## config.mk

```make
export PLATFORM = sky130hd
export DESIGN_NAME = lv_owt_tx_engine
export DESIGN_NICKNAME = d
export VERILOG_FILES = /design/src/rtl/lv_owt_pkg.sv /design/src/rtl/crc8_serial.sv /design/src/rtl/lv_owt_tx_engine.sv
export SDC_FILE = /design/constraint.sdc
export NUM_CORES = 1
export LEC_CHECK = 0
export CAP_MARGIN = 20
export CORE_MARGIN = 2
export CORE_UTILIZATION = 60
export DETAILED_ROUTE_END_ITERATION = 12
export PLACE_DENSITY = 0.85
export SLEW_MARGIN = 5
export SYNTH_ARGS = -nofsm -noshare
export SYNTH_HDL_FRONTEND = slang
export SYNTH_SLANG_ARGS = --single-unit
```

## constraint.sdc

```tcl
create_clock -name i_clk -period 6.1 [get_ports i_clk]
set_input_delay 0.915 -clock i_clk [delete_from_list [all_inputs] [get_ports i_clk]]
set_output_delay 0.915 -clock i_clk [all_outputs]
set_load 0.01 [all_outputs]
```

## src/rtl/lv_owt_pkg.sv

```systemverilog
// Shared types and constants for the LV-side one-wire transmit engine.
package lv_owt_pkg;

  typedef enum logic [2:0] {
    ST_IDLE,
    ST_SYNC_HEAD,
    ST_SYNC_TAIL,
    ST_CMD,
    ST_DATA,
    ST_CRC,
    ST_END_TAIL,
    ST_WAIT_ACK
  } owt_tx_st_e;

  typedef enum logic {
    OWN_SPI,
    OWN_WDG
  } owt_owner_e;

  localparam int unsigned CRC_W      = 8;
  localparam logic [CRC_W-1:0] CRC8_POLY = 8'h07;
  localparam int unsigned SLOT_CNT_W = 16;

endpackage

```

## src/rtl/crc8_serial.sv

```systemverilog
// Bit-serial MSB-first CRC8; i_init restarts from zero with the current bit.
module crc8_serial
  import lv_owt_pkg::*;
#(
  parameter logic [CRC_W-1:0] POLY = CRC8_POLY
) (
  input  logic             i_clk,
  input  logic             i_rst_n,
  input  logic             i_en,
  input  logic             i_init,
  input  logic             i_bit,
  output logic [CRC_W-1:0] o_crc
);

  logic [CRC_W-1:0] r_crc;
  logic [CRC_W-1:0] w_base;
  logic [CRC_W-1:0] w_nxt;
  logic             w_fb;

  always_comb begin
    w_base = i_init ? '0 : r_crc;
    w_fb   = w_base[CRC_W-1] ^ i_bit;
    w_nxt  = {w_base[CRC_W-2:0], 1'b0} ^ (w_fb ? POLY : '0);
  end

  always_ff @(posedge i_clk or negedge i_rst_n) begin
    if (!i_rst_n) begin
      r_crc <= '0;
    end else if (i_en) begin
      r_crc <= w_nxt;
    end
  end

  assign o_crc = r_crc;

endmodule

```

## src/rtl/lv_owt_tx_engine.sv

```systemverilog
// LV-side OWT transmit engine: arbitrates SPI/watchdog requests and sends one
// Manchester frame per request with ACK timeout, bounded retry and abort.
module lv_owt_tx_engine
  import lv_owt_pkg::*;
#(
  parameter int unsigned       REG_AW        = 7,
  parameter int unsigned       REG_DW        = 8,
  parameter int unsigned       HALF_CYC      = 12,
  parameter int unsigned       SYNC_BIT_NUM  = 4,
  parameter int unsigned       TAIL_HALF_NUM = 4,
  parameter int unsigned       ACK_TMO_CYC   = 512,
  parameter int unsigned       MAX_RETRY     = 2,
  parameter logic [REG_AW-1:0] ADC_ADDR      = 7'h7F
) (
  input  logic              i_clk,
  input  logic              i_rst_n,
  input  logic              i_spi_owt_wen,
  input  logic              i_spi_owt_ren,
  input  logic [REG_AW-1:0] i_spi_owt_addr,
  input  logic [REG_DW-1:0] i_spi_owt_wdata,
  output logic              o_spi_owt_done,
  output logic              o_spi_owt_err,
  input  logic              i_wdg_owt_req_adc,
  output logic              o_owt_wdg_ack_adc,
  output logic              o_owt_wdg_err_adc,
  input  logic              i_abort,
  input  logic              i_owt_rx_ack,
  input  logic              i_owt_rx_status,
  output logic              o_lv_hv_owt_tx,
  output logic              o_owt_busy
);

  localparam int unsigned CMD_W   = 1 + REG_AW;
  localparam int unsigned FRM_W   = CMD_W + REG_DW;
  localparam int unsigned TMR_MAX = (ACK_TMO_CYC > HALF_CYC) ? ACK_TMO_CYC : HALF_CYC;
  localparam int unsigned TMR_W   = $clog2(TMR_MAX) + 1;
  localparam int unsigned RTY_W   = $clog2(MAX_RETRY + 1) + 1;

  owt_tx_st_e              r_state, w_state_nxt;
  owt_owner_e              r_owner, w_owner_nxt;
  logic [SLOT_CNT_W-1:0]   r_half, w_half_nxt, w_last, w_idx;
  logic [TMR_W-1:0]        r_tmr, w_tmr_nxt;
  logic [RTY_W-1:0]        r_retry, w_retry_nxt;
  logic                    r_abort, w_abort_nxt;
  logic [CMD_W-1:0]        r_cmd, w_cmd_nxt;
  logic [REG_DW-1:0]       r_data, w_data_nxt;
  logic                    r_tx, r_busy;
  logic                    r_spi_done, r_spi_err, r_wdg_ack, r_wdg_err;
  logic                    w_done, w_err, w_slot_end, w_slot_adv, w_req, w_pulse;
  logic                    w_bit, w_tx_nxt;
  logic [FRM_W-1:0]        w_frame, w_frame_sh;
  logic [CRC_W-1:0]        w_crc, w_crc_sh;
  logic                    w_crc_en, w_crc_init;

  // Last half-bit slot index of the current serialising state.
  always_comb begin
    w_last = '0;
    case (r_state)
      ST_SYNC_HEAD: w_last = SLOT_CNT_W'(2 * SYNC_BIT_NUM - 1);
      ST_SYNC_TAIL: w_last = SLOT_CNT_W'(TAIL_HALF_NUM - 1);
      ST_CMD:       w_last = SLOT_CNT_W'(2 * CMD_W - 1);
      ST_DATA:      w_last = SLOT_CNT_W'(2 * REG_DW - 1);
      ST_CRC:       w_last = SLOT_CNT_W'(2 * CRC_W - 1);
      ST_END_TAIL:  w_last = SLOT_CNT_W'(TAIL_HALF_NUM - 1);
      default:      w_last = '0;
    endcase
  end

  // Next-state, timers, accept and ack/retry decisions.
  always_comb begin
    w_state_nxt = r_state;
    w_owner_nxt = r_owner;
    w_half_nxt  = r_half;
    w_tmr_nxt   = r_tmr;
    w_retry_nxt = r_retry;
    w_abort_nxt = r_abort;
    w_cmd_nxt   = r_cmd;
    w_data_nxt  = r_data;
    w_done      = 1'b0;
    w_err       = 1'b0;
    w_slot_adv  = 1'b0;
    w_slot_end  = (r_tmr == TMR_W'(HALF_CYC - 1));
    w_req       = i_wdg_owt_req_adc | i_spi_owt_wen | i_spi_owt_ren;
    w_pulse     = r_spi_done | r_spi_err | r_wdg_ack | r_wdg_err;

    case (r_state)
      ST_IDLE: begin
        w_tmr_nxt  = '0;
        w_half_nxt = '0;
        // A pulse still on the outputs means the owner has not yet dropped its level.
        if (w_req && !w_pulse) begin
          w_state_nxt = ST_SYNC_HEAD;
          w_retry_nxt = '0;
          w_abort_nxt = 1'b0;
          if (i_wdg_owt_req_adc) begin
            w_owner_nxt = OWN_WDG;
            w_cmd_nxt   = {1'b0, ADC_ADDR};
            w_data_nxt  = '0;
          end else if (i_spi_owt_wen) begin
            w_owner_nxt = OWN_SPI;
            w_cmd_nxt   = {1'b1, i_spi_owt_addr};
            w_data_nxt  = i_spi_owt_wdata;
          end else begin
            w_owner_nxt = OWN_SPI;
            w_cmd_nxt   = {1'b0, i_spi_owt_addr};
            w_data_nxt  = '0;
          end
        end
      end
      ST_WAIT_ACK: begin
        w_tmr_nxt = r_tmr + 1'b1;
        if (i_owt_rx_ack && !i_owt_rx_status) begin
          w_done      = 1'b1;
          w_state_nxt = ST_IDLE;
        end else if (i_owt_rx_ack || (r_tmr == TMR_W'(ACK_TMO_CYC - 1))) begin
          if (r_retry < RTY_W'(MAX_RETRY)) begin
            w_retry_nxt = r_retry + 1'b1;
            w_state_nxt = ST_SYNC_HEAD;
            w_tmr_nxt   = '0;
            w_half_nxt  = '0;
          end else begin
            w_err       = 1'b1;
            w_state_nxt = ST_IDLE;
          end
        end
      end
      default: begin
        if (r_state != ST_END_TAIL && i_abort) w_abort_nxt = 1'b1;
        w_tmr_nxt = r_tmr + 1'b1;
        if (w_slot_end) begin
          w_tmr_nxt  = '0;
          w_slot_adv = 1'b1;
          w_half_nxt = r_half + 1'b1;
          if (r_state != ST_END_TAIL && w_abort_nxt) begin
            w_state_nxt = ST_END_TAIL;
            w_half_nxt  = '0;
          end else if (r_half == w_last) begin
            w_half_nxt = '0;
            case (r_state)
              ST_SYNC_HEAD: w_state_nxt = ST_SYNC_TAIL;
              ST_SYNC_TAIL: w_state_nxt = ST_CMD;
              ST_CMD:       w_state_nxt = ST_DATA;
              ST_DATA:      w_state_nxt = ST_CRC;
              ST_CRC:       w_state_nxt = ST_END_TAIL;
              default: begin
                if (r_abort) begin
                  w_err       = 1'b1;
                  w_state_nxt = ST_IDLE;
                end else begin
                  w_state_nxt = ST_WAIT_ACK;
                end
              end
            endcase
          end
        end
      end
    endcase
  end

  // Line level for the slot that starts at the next edge.
  always_comb begin
    w_frame    = {r_cmd, r_data};
    w_idx      = w_half_nxt >> 1;
    w_frame_sh = '0;
    w_crc_sh   = w_crc << w_idx;
    w_bit      = 1'b0;
    case (w_state_nxt)
      ST_CMD: begin
        w_frame_sh = w_frame << w_idx;
        w_bit      = w_frame_sh[FRM_W-1];
      end
      ST_DATA: begin
        w_frame_sh = w_frame << (w_idx + SLOT_CNT_W'(CMD_W));
        w_bit      = w_frame_sh[FRM_W-1];
      end
      ST_CRC:  w_bit = w_crc_sh[CRC_W-1];
      default: w_bit = 1'b0;
    endcase

    case (w_state_nxt)
      ST_SYNC_HEAD:          w_tx_nxt = w_half_nxt[0];
      ST_SYNC_TAIL:          w_tx_nxt = 1'b1;
      ST_CMD, ST_DATA, ST_CRC: w_tx_nxt = w_bit ^ w_half_nxt[0];
      default:               w_tx_nxt = 1'b0;
    endcase

    w_crc_en   = w_slot_adv && !w_half_nxt[0] &&
                 (w_state_nxt == ST_CMD || w_state_nxt == ST_DATA);
    w_crc_init = (w_state_nxt == ST_CMD) && (w_half_nxt == '0);
  end

  crc8_serial #(.POLY(CRC8_POLY)) u_crc (
    .i_clk   (i_clk),
    .i_rst_n (i_rst_n),
    .i_en    (w_crc_en),
    .i_init  (w_crc_init),
    .i_bit   (w_bit),
    .o_crc   (w_crc)
  );

  always_ff @(posedge i_clk or negedge i_rst_n) begin
    if (!i_rst_n) begin
      r_state    <= ST_IDLE;
      r_owner    <= OWN_SPI;
      r_half     <= '0;
      r_tmr      <= '0;
      r_retry    <= '0;
      r_abort    <= 1'b0;
      r_cmd      <= '0;
      r_data     <= '0;
      r_tx       <= 1'b0;
      r_busy     <= 1'b0;
      r_spi_done <= 1'b0;
      r_spi_err  <= 1'b0;
      r_wdg_ack  <= 1'b0;
      r_wdg_err  <= 1'b0;
    end else begin
      r_state    <= w_state_nxt;
      r_owner    <= w_owner_nxt;
      r_half     <= w_half_nxt;
      r_tmr      <= w_tmr_nxt;
      r_retry    <= w_retry_nxt;
      r_abort    <= w_abort_nxt;
      r_cmd      <= w_cmd_nxt;
      r_data     <= w_data_nxt;
      r_tx       <= w_tx_nxt;
      r_busy     <= (w_state_nxt != ST_IDLE);
      r_spi_done <= w_done && (r_owner == OWN_SPI);
      r_spi_err  <= w_err  && (r_owner == OWN_SPI);
      r_wdg_ack  <= w_done && (r_owner == OWN_WDG);
      r_wdg_err  <= w_err  && (r_owner == OWN_WDG);
    end
  end

  assign o_lv_hv_owt_tx    = r_tx;
  assign o_owt_busy        = r_busy;
  assign o_spi_owt_done    = r_spi_done;
  assign o_spi_owt_err     = r_spi_err;
  assign o_owt_wdg_ack_adc = r_wdg_ack;
  assign o_owt_wdg_err_adc = r_wdg_err;

endmodule

```

==> metrics.md <==
| Metric | Value |
|---|---|
| Largest net degree at the start of global routing | `65` |
| Pins Over Slew Limit | `0` |
| Routed WL per cell | `17.8 um` |
| Pwr/cell area | `334 nW/um2` |
| Count of different cell masters after synthesis | `69` |
| Largest stage delay on the critical path | `0.74 ns` |
| Highest Signal Layer | `met4` |
| Endpoints failing setup | `0` |
| Worst Hold Depth | `1` |
| Worst Hold End | `o_spi_owt_err` |
| Clock Skew | `0.00978 ns` |
| Final min period | `5.39 ns` |
| N_diodes | `0` |
| Dpl ws | `0.651 ns` |
| Sequential share of the synthesized area | `35.8%` |
| Most frequent cells in the layout | `nand2_1 (80), nor2_1 (65), dfrtp_1 (64)` |
| Ys async rst share | `100%` |
| Crit path launch type | `flop` |
| Gpl congestion | `0.937` |
| Syn Area/Cell | `8.04 um2` |
| Setup TNS | `0 ns` |
| Synth Warn # | `0` |
| Number of max-cap violations | `0` |
| Arrival time worst endpoint | `5.63 ns` |
| Vias | `4429` |
| CP Capture Type | `flop` |
| Port bufs | `28` |
| Placement Rows | `31` |
| Worst Setup Slack, final | `0.707 ns` |
| Die ar. | `8160 um2` |
| Placed Cells | `657` |
| Cells after Synth | `556` |
| Slew @ Worst Pin | `1.13 ns` |
| P_leak | `2.19 nW` |
| Multi-input logic area | `2660 um2` |
| Post-synth EDFFs | `0` |
| WP buf/inv | `2` |
| Clk buf depth | `2` |
| Int Pwr | `979 uW` |
| Register share of total power | `37.9%` |
| Rel. slew slack | `24.7%` |
| Worst VDD drop | `0.239 mV` |
| Initial antenna violation count | `0` |
| H-tree depth | `3` |
| Detailed Place HPWL | `8600 um` |
| Critical path cell sequence | `or3_4, o32a_4, a211o_1, o21ai_1, nor2_1, o22ai_2, inv_2, ha_1, inv_1, o32ai_1, o21ai_0, nor2_1, nand4_1, o311a_1, o2111ai_1, or4_1, o21a_1, o311a_1` |
| Layout cells sized above 1 | `6.97%` |
| Clock share of power | `25.3%` |
| Worst Hold Class | `reg2reg` |
| Gr ovfl total | `0` |
| Sw Share | `41.4%` |
| Comb power frac | `36.7%` |
| Hold_ws | `0.453 ns` |
| Crit path max-delay family | `compound AO/OA/AOI/OAI gates` |
| Met3 wire len | `922 um` |
| Switching power total | `691 uW` |
| CP Max Fanout | `20` |
| Layout net count | `597` |
| Die height | `90.3 um` |
| Critical path type | `reg2reg` |
| Post-Syn Nets | `584` |
| Hold Startpoint | `r_owner` |
| Synth Register Bits | `64` |
| Starting Density | `61.6%` |
| Worst path slowest cell | `o21ai_1` |
| CTS tree | `done` |
| Worst R2R Setup Slack | `0.71 ns` |
| Most common cell after layout, fill and taps aside | `nand2_1` |
| Worst skew pair latency | `0.36 ns` |
| Synthesis-to-finish area growth | `11.8%` |
| Capture point of the worst reg-to-reg path | `u_crc.o_crc[1]` |
| RSZ-0062 raised after global routing | `no` |
| R2r startpoint | `r_state[0]` |
| TritonRoute pass-1 iters | `5` |
| Via density | `6.58` |
| Post-CTS Setup Bufs | `0` |
| Drt drc | `0` |
| CTS resizes | `0` |
| First-pass GRT wire length | `20200 um` |
| Routed length on met1 | `4960 um` |
| Routed WL | `12000 um` |
| # hold bufs at CTS | `0` |
| Outcome | `finished clean` |
| Routed length on met2 | `5720 um` |
| CTS sink count | `64` |
| DIE WIDTH | `90.3 um` |
| Mapped Area | `4470 um2` |
| Cell depth of the worst flop-to-flop path | `18` |
| Non-Filler Instances | `673` |
| Register Area | `1600 um2` |
| IO Count | `29` |
| Num CTS Buffers | `9` |
| Post-DRT Antenna Nets | `0` |
| DR iter-0 viols | `512` |
| Final worst path period share | `88.4%` |
| Crit path required time | `6.34 ns` |
| Root buf cell | `clkbuf_8` |
| Fmax | `185 MHz` |
| Vias in the first global route | `4285` |
| Total track usage | `30.5%` |
| Crit path depth | `18` |
| CTS clk-pin slew, worst paths | `0.08 ns` |
| Core ar. | `7250 um2` |
| Final Hold Viols | `0` |
| Fillers | `611` |
| Most used DFF post-synth | `dfrtp_1` |
[cell families (layout without fill, tap and decap cells)]
family,Yosys count,count (layout),synth area share (%)
AO/OA/AOI/OAI,116,116,19.8
XOR/XNOR,23,23,4.51
adder cells (fa/ha/maj),5,5,1.40
buffers and inverters,50,68,4.84
flip-flops,64,64,35.8
multiplexers,9,9,2.07
AND/OR/NAND/NOR,289,289,31.5
[registers in the layout, indices dropped and copies added, names as in the netlist, 3 cells and up]
register and flops:
r_half 16, r_tmr 10, r_cmd 8, r_data 8, u_crc.o_crc 8, r_retry 3, r_state 3
[worst max-delay path by stage]
stage	end	slack [ns]	startpoint
after floorplan	u_crc.o_crc[1]	1.57	i_owt_rx_ack
after global placement	u_crc.o_crc[2]	0.87	i_owt_rx_ack
after detailed placement	u_crc.o_crc[1]	0.65	i_owt_rx_ack
after CTS	u_crc.o_crc[1]	0.87	r_state[2]
after global routing	u_crc.o_crc[1]	0.36	r_state[0]
final	u_crc.o_crc[1]	0.71	r_state[0]
[worst reg2reg max path, cell delays in order, from the launching register on]
cell	delay [ns]
dfrtp_1	0.59
or3_4	0.50
o32a_4	0.34
a211o_1	0.39
o21ai_1	0.74
nor2_1	0.14
o22ai_2	0.26
inv_2	0.09
ha_1	0.25
inv_1	0.10
o32ai_1	0.10
o21ai_0	0.18
nor2_1	0.12
nand4_1	0.11
o311a_1	0.15
o2111ai_1	0.20
or4_1	0.53
o21a_1	0.15
o311a_1	0.34
[synth_stat cells, drive strengths merged (4+ instances only)]
library cell / instances / area [um2]
buf: 10 / 66.3
mux2i: 7 / 70.1
dfrtp: 64 / 1600
and3b: 4 / 35.0
or4: 7 / 52.6
o211ai: 14 / 105
and3: 15 / 93.8
o311a: 4 / 40.0
a211oi: 4 / 47.5
o32ai: 4 / 35.0
clkbuf: 22 / 82.6
nand4: 15 / 93.8
xor2: 11 / 96.3
nand3: 51 / 255
nand2: 82 / 323
or2: 4 / 25.0
a31oi: 6 / 37.5
inv: 18 / 67.6
ha: 5 / 62.6
nor3: 16 / 80.1
nor4: 8 / 50.1
o21ai: 25 / 125
nor2: 65 / 244
and2: 5 / 31.3
nand2b: 4 / 25.0
xnor2: 12 / 105
a21oi: 13 / 65.1
or3: 4 / 30.0
[cell type report]
class / instances / area share, %
clock buffer: 9 / 2.48
clock inverter: 7 / 2.05
inverter: 18 / 1.35
multi-input combinational: 442 / 53.2
tap: 99 / 2.48
sequential: 64 / 32.0
timing repair buffer: 34 / 6.41
[power by group through the flow]
stage          clock network [mW]  registers, mW  logic (mW)
5_1_grt                     0.447          0.647       0.675
2_1_floorplan                   0          0.579       0.496
6_report                    0.423          0.634       0.613
3_5_place_dp                    0          0.635       0.598
3_3_place_gp                    0          0.628       0.574
4_1_cts                     0.426          0.628       0.601
[per-layer routing]
layer | track usage (%) | up-vias
li1 | - | 2065
met1 | 40.3 | 2091
met2 | 48.7 | 231
met3 | 5.68 | 42
met4 | 14.6 | 0
met5 | 0 | -
[through the flow]
step | total power [mW] | utilization (%) | instance area, um2
4_1_cts | 1.66 | 68.9 | 5000
6_report | 1.67 | 68.9 | 5000
3_3_place_gp | 1.20 | 65.8 | 4770
5_1_grt | 1.77 | 68.9 | 5000
3_5_place_dp | 1.23 | 65.8 | 4770
2_1_floorplan | 1.07 | - | 4470
Power figures use the tool's default switching activity.
